===== config.mk =====
export PLATFORM = sky130hd
export DESIGN_NAME = hs_arbiter
export DESIGN_NICKNAME = d
export VERILOG_FILES = /design/src/rtl/hs_arbiter.sv
export SDC_FILE = /design/constraint.sdc
export NUM_CORES = 1
export LEC_CHECK = 0
export CORE_UTILIZATION = 40
export CTS_BUF_LIST = sky130_fd_sc_hd__clkbuf_2 sky130_fd_sc_hd__clkbuf_4 sky130_fd_sc_hd__clkbuf_8
export DETAILED_ROUTE_END_ITERATION = 8
export PLACE_DENSITY_LB_ADDON = 0.1
export SLEW_MARGIN = 20
export SYNTH_ARGS = -nofsm -noshare
export SYNTH_HDL_FRONTEND = slang
export SYNTH_SLANG_ARGS = --single-unit

===== constraint.sdc =====
create_clock -name clk -period 2.05 [get_ports clk]
set_input_delay 0.3075 -clock clk [delete_from_list [all_inputs] [get_ports clk]]
set_output_delay 0.3075 -clock clk [all_outputs]
set_load 0.05 [all_outputs]

===== src/rtl/hs_arbiter.sv =====
// ---------------------------------------------------------------------------
// hs_arbiter
//
// Round-robin front end that lets N_REQ requesters share one pipelined
// hardswish segment. One sample is accepted per cycle, forwarded to the
// segment on the following cycle, and its requester index travels alongside
// in a HS_LATENCY-deep tag pipeline so the returning result can be steered
// back to its owner.
//
// Ports
//   clk        sole clock, rising edge
//   rst        synchronous reset, active-low
//   req_valid  per-requester sample valid                  [N_REQ]
//   req_data   requester i at [i*DATA_WIDTH +: DATA_WIDTH]  [N_REQ*DATA_WIDTH]
//   req_ready  combinational one-hot accept                [N_REQ]
//   hold       suppresses new grants while high
//   hs_en      issue strobe to the hardswish segment
//   hs_data    sample to the hardswish segment             [DATA_WIDTH]
//   hs_valid   result strobe from the hardswish segment
//   hs_result  result from the hardswish segment           [OUT_WIDTH]
//   rsp_valid  one-hot result pulse to the owning requester [N_REQ]
//   rsp_data   result, shared by all requesters             [OUT_WIDTH]
//   rsp_tag    index of the owning requester                [TAG_W]
//   busy       hs_en or any issue still in flight
//   err        sticky result/tag misalignment flag
// ---------------------------------------------------------------------------
module hs_arbiter #(
    parameter int  DATA_WIDTH = 26,
    parameter int  OUT_WIDTH  = 14,
    parameter int  N_REQ      = 4,
    parameter int  HS_LATENCY = 5,
    localparam int TAG_W      = (N_REQ > 1) ? $clog2(N_REQ) : 1
) (
    input  logic                        clk,
    input  logic                        rst,
    input  logic [N_REQ-1:0]            req_valid,
    input  logic [N_REQ*DATA_WIDTH-1:0] req_data,
    output logic [N_REQ-1:0]            req_ready,
    input  logic                        hold,
    output logic                        hs_en,
    output logic [DATA_WIDTH-1:0]       hs_data,
    input  logic                        hs_valid,
    input  logic [OUT_WIDTH-1:0]        hs_result,
    output logic [N_REQ-1:0]            rsp_valid,
    output logic [OUT_WIDTH-1:0]        rsp_data,
    output logic [TAG_W-1:0]            rsp_tag,
    output logic                        busy,
    output logic                        err
);

    logic [TAG_W-1:0]      rr_ptr;
    logic                  grant_found;
    logic [TAG_W-1:0]      grant_idx;
    logic [TAG_W-1:0]      cand;
    logic                  transfer;
    logic [DATA_WIDTH-1:0] sel_data;
    logic [TAG_W-1:0]      issue_tag;

    logic                  pipe_v [HS_LATENCY];
    logic [TAG_W-1:0]      pipe_t [HS_LATENCY];
    logic                  exp_v;
    logic [TAG_W-1:0]      exp_t;
    logic                  inflight;

    // Search upward from rr_ptr with wrap; the first valid requester wins.
    always_comb begin
        grant_found = 1'b0;
        grant_idx   = '0;
        cand        = '0;
        for (int unsigned off = 0; off < N_REQ; off++) begin
            cand = TAG_W'((32'(rr_ptr) + off) % N_REQ);
            if (!grant_found && req_valid[cand]) begin
                grant_found = 1'b1;
                grant_idx   = cand;
            end
        end
    end

    // Grants are withheld during the reset cycle as well as under hold.
    always_comb begin
        req_ready = '0;
        transfer  = 1'b0;
        if (rst && !hold && grant_found) begin
            req_ready[grant_idx] = 1'b1;
            transfer             = 1'b1;
        end
    end

    always_comb begin
        sel_data = req_data[grant_idx*DATA_WIDTH +: DATA_WIDTH];
    end

    // Round-robin pointer and issue register
    always_ff @(posedge clk) begin
        if (!rst) begin
            rr_ptr    <= '0;
            hs_en     <= 1'b0;
            hs_data   <= '0;
            issue_tag <= '0;
        end else begin
            hs_en <= transfer;
            if (transfer) begin
                hs_data   <= sel_data;
                issue_tag <= grant_idx;
                if (grant_idx == TAG_W'(N_REQ - 1)) begin
                    rr_ptr <= '0;
                end else begin
                    rr_ptr <= grant_idx + 1'b1;
                end
            end
        end
    end

    // Tag pipeline: stage 0 captures the issue in the cycle hs_en is high,
    // so the last stage lines up with the segment's hs_valid.
    always_ff @(posedge clk) begin
        if (!rst) begin
            for (int unsigned k = 0; k < HS_LATENCY; k++) begin
                pipe_v[k] <= 1'b0;
                pipe_t[k] <= '0;
            end
        end else begin
            pipe_v[0] <= hs_en;
            pipe_t[0] <= issue_tag;
            for (int unsigned k = 1; k < HS_LATENCY; k++) begin
                pipe_v[k] <= pipe_v[k-1];
                pipe_t[k] <= pipe_t[k-1];
            end
        end
    end

    always_comb begin
        exp_v = pipe_v[HS_LATENCY-1];
        exp_t = pipe_t[HS_LATENCY-1];
    end

    always_comb begin
        inflight = 1'b0;
        for (int unsigned k = 0; k < HS_LATENCY; k++) begin
            inflight = inflight | pipe_v[k];
        end
        busy = hs_en | inflight;
    end

    // Response steering and misalignment detection
    always_ff @(posedge clk) begin
        if (!rst) begin
            rsp_valid <= '0;
            rsp_data  <= '0;
            rsp_tag   <= '0;
            err       <= 1'b0;
        end else begin
            rsp_valid <= '0;
            if (exp_v && hs_valid) begin
                rsp_valid[exp_t] <= 1'b1;
                rsp_tag          <= exp_t;
                rsp_data         <= hs_result;
            end
            if (exp_v != hs_valid) begin
                err <= 1'b1;
            end
        end
    end

endmodule


## Word-level counts from Yosys, hierarchy flattened

Memories as Yosys holds them, arrays and structs flattened.
Index checks and enable logic that the tools add are counted.

| storage, ports and cells | value |
|---|---|
| memories | 2 |
| output and inout bits | 53 |
| bits in registers | 52 |
| word-level logic and storage cells | 89 |
| bits in writable memories | 15 |

Memories:

| name | words | width | rd ports | clocked after Yosys merged registers in | write ports | line | text |
|---|---|---|---|---|---|---|---|
| pipe_t | 5 | 2 | 5 | 0 | 5 | 60 | `logic [TAG_W-1:0] pipe_t [HS_LATENCY];` |
| pipe_v | 5 | 1 | 5 | 0 | 5 | 59 | `logic pipe_v [HS_LATENCY];` |

| cells by class | value |
|---|---|
| bitwise gates (word level) | 15 |
| reduce and logical (&&, ||, !) cells | 13 |
| shift operators | 1 |
| magnitude comparators | 8 |
| multiply operators | 1 |
| equal/unequal tests | 2 |
| add/subtract/negate cells | 4 |
| muxes and demuxes | 35 |

Operators by type and width:

| cell | count |
|---|---|
| 104-bit by 8-bit variable part select with 26-bit output | 1 |
| 2-bit two-way mux | 10 |
| 2-bit by 3-bit less-than comparator with 1-bit output (second input constant) | 6 |
| 1-bit two-way mux | 18 |
| 1-bit bitwise OR | 15 |
| 1-bit binary-select mux with 2-bit select | 4 |
| 1-bit logical AND | 8 |
| 2-bit by 4-bit multiplier with 6-bit output (second input constant) | 1 |
| 2-bit by 1-bit adder with 2-bit output (second input constant) | 2 |
| 2-bit adder (second input constant) | 2 |
| 1-bit demux with 2-bit select | 2 |
| 2-bit by 1-bit >= comparator with 1-bit output (second input constant) | 2 |
| 1-bit logical NOT | 4 |
| 4-bit two-way mux | 1 |
| 2-bit equality test (second input constant) | 1 |
| 2-bit AND reduction | 1 |
| 1-bit inequality test | 1 |

## Longest topological paths before layout

| depth | value |
|---|---|
| depth in word-level cells | 17 |
| gate-level depth with buffers | 7 |
| gate-level depth less buffers | 6 |

## Least setup slack after synthesis

OpenSTA, ideal clock, no wires.

| path | value |
|---|---|
| path type | register to output |
| from | reg rr_ptr[1] |
| to | out req_ready[0] |
| stages on the path, launching flop included | 5 |
| path buffers | 0 |
| setup slack | -360 ps |
| arrival time | 2102 ps |
| cell sequence | dfxtp_1 nand2_1 a311oi_2 nor2_1 nor3_1 |

| on the way | value |
|---|---|
| word-level cells in the longest chain between the ends | 17 |
| elaborated cells on any way between the ends | 32 |
| classes of those cells | add/sub (3); order compare (2); mux (19); reduce/logical (8) |

RTL lines:

| item | line | text |
|---|---|---|
| from (decl) | 51 | `logic [TAG_W-1:0] rr_ptr;` |
| from (signal assigned) | 108 | `rr_ptr <= grant_idx + 1'b1;` |
| parallel branches: the longest is 16 deep, another holds 2-bit by 3-bit less-than comparator with 1-bit output | - |  |
| 4-bit two-way mux (*) | 83 | `if (rst && !hold && grant_found) begin` |
| to (decl) | 38 | `output logic [N_REQ-1:0] req_ready,` |

Mark *: on every way between the ends. The select of a mux whose other input is x is not followed.

## Worst setup path after layout

| path | value |
|---|---|
| from | reg rr_ptr[1] |
| to | out req_ready[1] |

Same word-level chain as after synthesis.

==> results.sh <==
export IMPL_grt_max_degree=29
export IMPL_initial_core_util_pct=41.24
export IMPL_power_mw=3.821
export IMPL_clk_pin_slew_ps=70
export IMPL_synth_simple_gate_area_share_pct=15.86
export IMPL_comb_power_share_pct=31.7
export IMPL_synthDistinctLibCells=41
export IMPL_yosysTopAreaCell="dfxtp_1"
export IMPL_drive_gt1_share_pct=20.43
export IMPL_muxShareOfSynthArea_pct=15.43
export IMPL_fin_crit_ps=1977
export IMPL_p_leak_nw=2.222
export IMPL_cts_buffer_depth=2
export IMPL_rows=32
export IMPL_preCtsSetupSlack_ps=-207.1
export IMPL_synth_async_sr_flop_share_pct=0
export IMPL_netSwitchingFraction_pct=30.00
export IMPL_netlist_area_mm2=0.003187
export IMPL_io_pins=179
export IMPL_portBuffers=178
export IMPL_dieArea_mm2=0.008328
export IMPL_relSlewSlack_pct=64.12
export IMPL_synth_most_common_cell="dfxtp_1"
export IMPL_cp_start_kind="flip-flop"
export IMPL_power_per_cell_area_mw_per_mm2=682.1
export IMPL_grt_overflow_total=0
export IMPL_wl_met1_um=3656
export IMPL_p_seq_share_pct=37.4
export IMPL_clock_sinks=67
export IMPL_ys_flop_type="dfxtp_1"
export IMPL_fin_util_pct=72.49
export IMPL_grt_pass1_vias=3122
export IMPL_crit_path_end_kind="primary output"
export IMPL_antenna_found_initial=0
export IMPL_crit_arrival_ps=1670
export IMPL_fp_coreArea_mm2=0.007727
export IMPL_finalNetCount=637
export IMPL_yosysSeqAreaShare_pct=42.09
export IMPL_grt_pass1_wl_um=14350
export IMPL_rsz0062_at_grt="true"
export IMPL_cts_tree="yes"
export IMPL_h_tree_depth=3
export IMPL_outcome="completed"
export IMPL_synth_cells=309
export IMPL_first_iter_violations=76
export IMPL_maxCapViolCount=0
export IMPL_tns_ps=0
export IMPL_final_hold_violation_count=0
export IMPL_synth_top_family_by_area="compound AO/OA/AOI/OAI gates"
export IMPL_firstDrtPassIters=4
export IMPL_avgSynthCellArea_um2=10.31
export IMPL_wl_met3_um=660
export IMPL_routabilityCongestion=0.7416
export IMPL_synthToLayoutAreaGrowth_pct=75.78
export IMPL_synth_edf_count=0
export IMPL_synth_adder_area_share_pct=0.3926
export IMPL_p_clk_share_pct=30.9
export IMPL_skew_ps=13.02
export IMPL_crit_path_max_fanout=6
export IMPL_irDropWorstVdd_v=0.0003164
export IMPL_path_class="flip-flop to primary output"
export IMPL_synth_top_cell_area_share_pct=42.09
export IMPL_finalWorstSetupSlack_ps=72.86
export IMPL_wl_per_cell_um=14.55
export IMPL_wl_um=8965
export IMPL_synthTopCellsByArea="dfxtp_1, mux2i_1, a211oi_2"
export IMPL_syn_num_nets=436
export IMPL_yosys_top_cells_count="dfxtp_1, mux2i_1, a211oi_2, a21oi_1, and3_1"
export IMPL_power_internal_mw=2.675
export IMPL_vias=3050
export IMPL_hp_class="primary input to flip-flop"
export IMPL_antenna_cells=0
export IMPL_synth_xor_area_share_pct=0.2748
export IMPL_clock_fmax_mhz=505.8
export IMPL_synth_compound_area_share_pct=20.85
export IMPL_switching_power_mw=1.146
export IMPL_die_h_um=91.26
export IMPL_met2WireLength_um=4490
export IMPL_clk_latency_ps=340
export IMPL_slew_viol_final=0
export IMPL_whs_ps=321.5
export IMPL_critPathRequiredTime_ps=1740
export IMPL_yosys_warnings=0
export IMPL_setup_violations=0
export IMPL_drt_vias_per_instance=4.951
export IMPL_cts_hold_buf=0
export IMPL_die_x_um=91.26
export IMPL_worst_pin_slew_ps=536.6
export IMPL_cts_root_buf="clkbuf_8"
export IMPL_drt_antenna_violating_nets=0
export IMPL_dp_hpwl_um=6818
export IMPL_top_layer_used="met4"
export IMPL_period_share_pct=96.45
export IMPL_grt_usage_pct=21.84
export IMPL_cts_inserted_buffers=9
export IMPL_post_route_drc_count=0
export IMPL_ys_ff_latch=67
[power by group through the flow]
| stage | registers [mW] | logic (mW) | clock network [mW] |
|---|---|---|---|
| after floorplan | 1.69 | 0.408 | 0 |
| after global placement | 1.45 | 1.16 | 0 |
| after detailed placement | 1.46 | 1.17 | 0 |
| after CTS | 1.43 | 1.19 | 1.20 |
| after global routing | 1.44 | 1.28 | 1.26 |
| final | 1.43 | 1.21 | 1.18 |
[flip-flops by register name, indices dropped and copies added, names as in the netlist]
register and flops:
hs_data 26, rsp_data 14, pipe_t 10, pipe_v 5
rsp_valid 4, issue_tag 2, rr_ptr 2, rsp_tag 2
err 1, hs_en 1
[stage by stage]
| stage | cells | instance area, um^2 |
|---|---|---|
| floorplan | 309 | 3202 |
| global placement | 593 | 5270 |
| detailed placement | 593 | 5270 |
| CTS | 611 | 5540 |
| global route | 616 | 5602 |
| finish | 616 | 5602 |
[final timing paths]
path / from / endpoint / slack [ps] / cells after the start
min reg2reg: pipe_t[0][2] / pipe_t[0][4] / 430 / 1
max reg2reg: rr_ptr[1] / hs_data[6] / 240 / 8
max: rr_ptr[1] / req_ready[1] / 70 / 6
min: rst / err / 320 / 2
[critical path: stages (launching register included)]
cell and delay (ps):
dfxtp_4 400, mux2i_2 230, o22a_2 210, nand2_4 70, buf_12 140, nor2_4 120
buf_12 150
[layout by cell type, fill, tap and decap left out, drive strengths merged, types with 3 or more instances in the layout]
cell	n
inv	3
dlygate4sd2	4
mux2i	48
clkinv	3
and3	18
nand2b	4
nor2b	16
nor2	10
clkbuf	10
a21oi	21
nand2	15
buf	41
o21ai	5
and2	16
clkdlybuf4s50	168
a211oi	36
dfxtp	67
o221ai	7
[layer usage]
metal | GRT usage (%) | vias up
met2 | 38.13 | 118
met4 | 8.333 | 0
met5 | 0 | -
li1 | - | 1518
met1 | 23.90 | 1402
met3 | 8.291 | 12
[cells by family after synthesis]
group | count (synthesis)
compound gates | 77
xor+xnor | 1
fa+ha+maj | 1
buf+inv | 27
flops | 67
mux | 49
simple gates | 87
[cell type report]
cell class	instances	area (um^2)
flip-flops and latches	67	1346
fillers	583	2126
multi-input cells	215	1752
well taps	102	127.6
inverters	3	11.26
repair buffers	214	2155
clock buffers	10	131.4
clock inverters	5	78.83
[repair_timing]
item | in CTS | in global routing
gates resized for setup | 16 | 7
endpoints found under the setup margin | 4 | 5
buffers inserted | 3 | 5
endpoints found under the hold margin | 0 | 0
pin swaps | 4 | 5
Note: power is estimated with default switching activity, not from simulation.
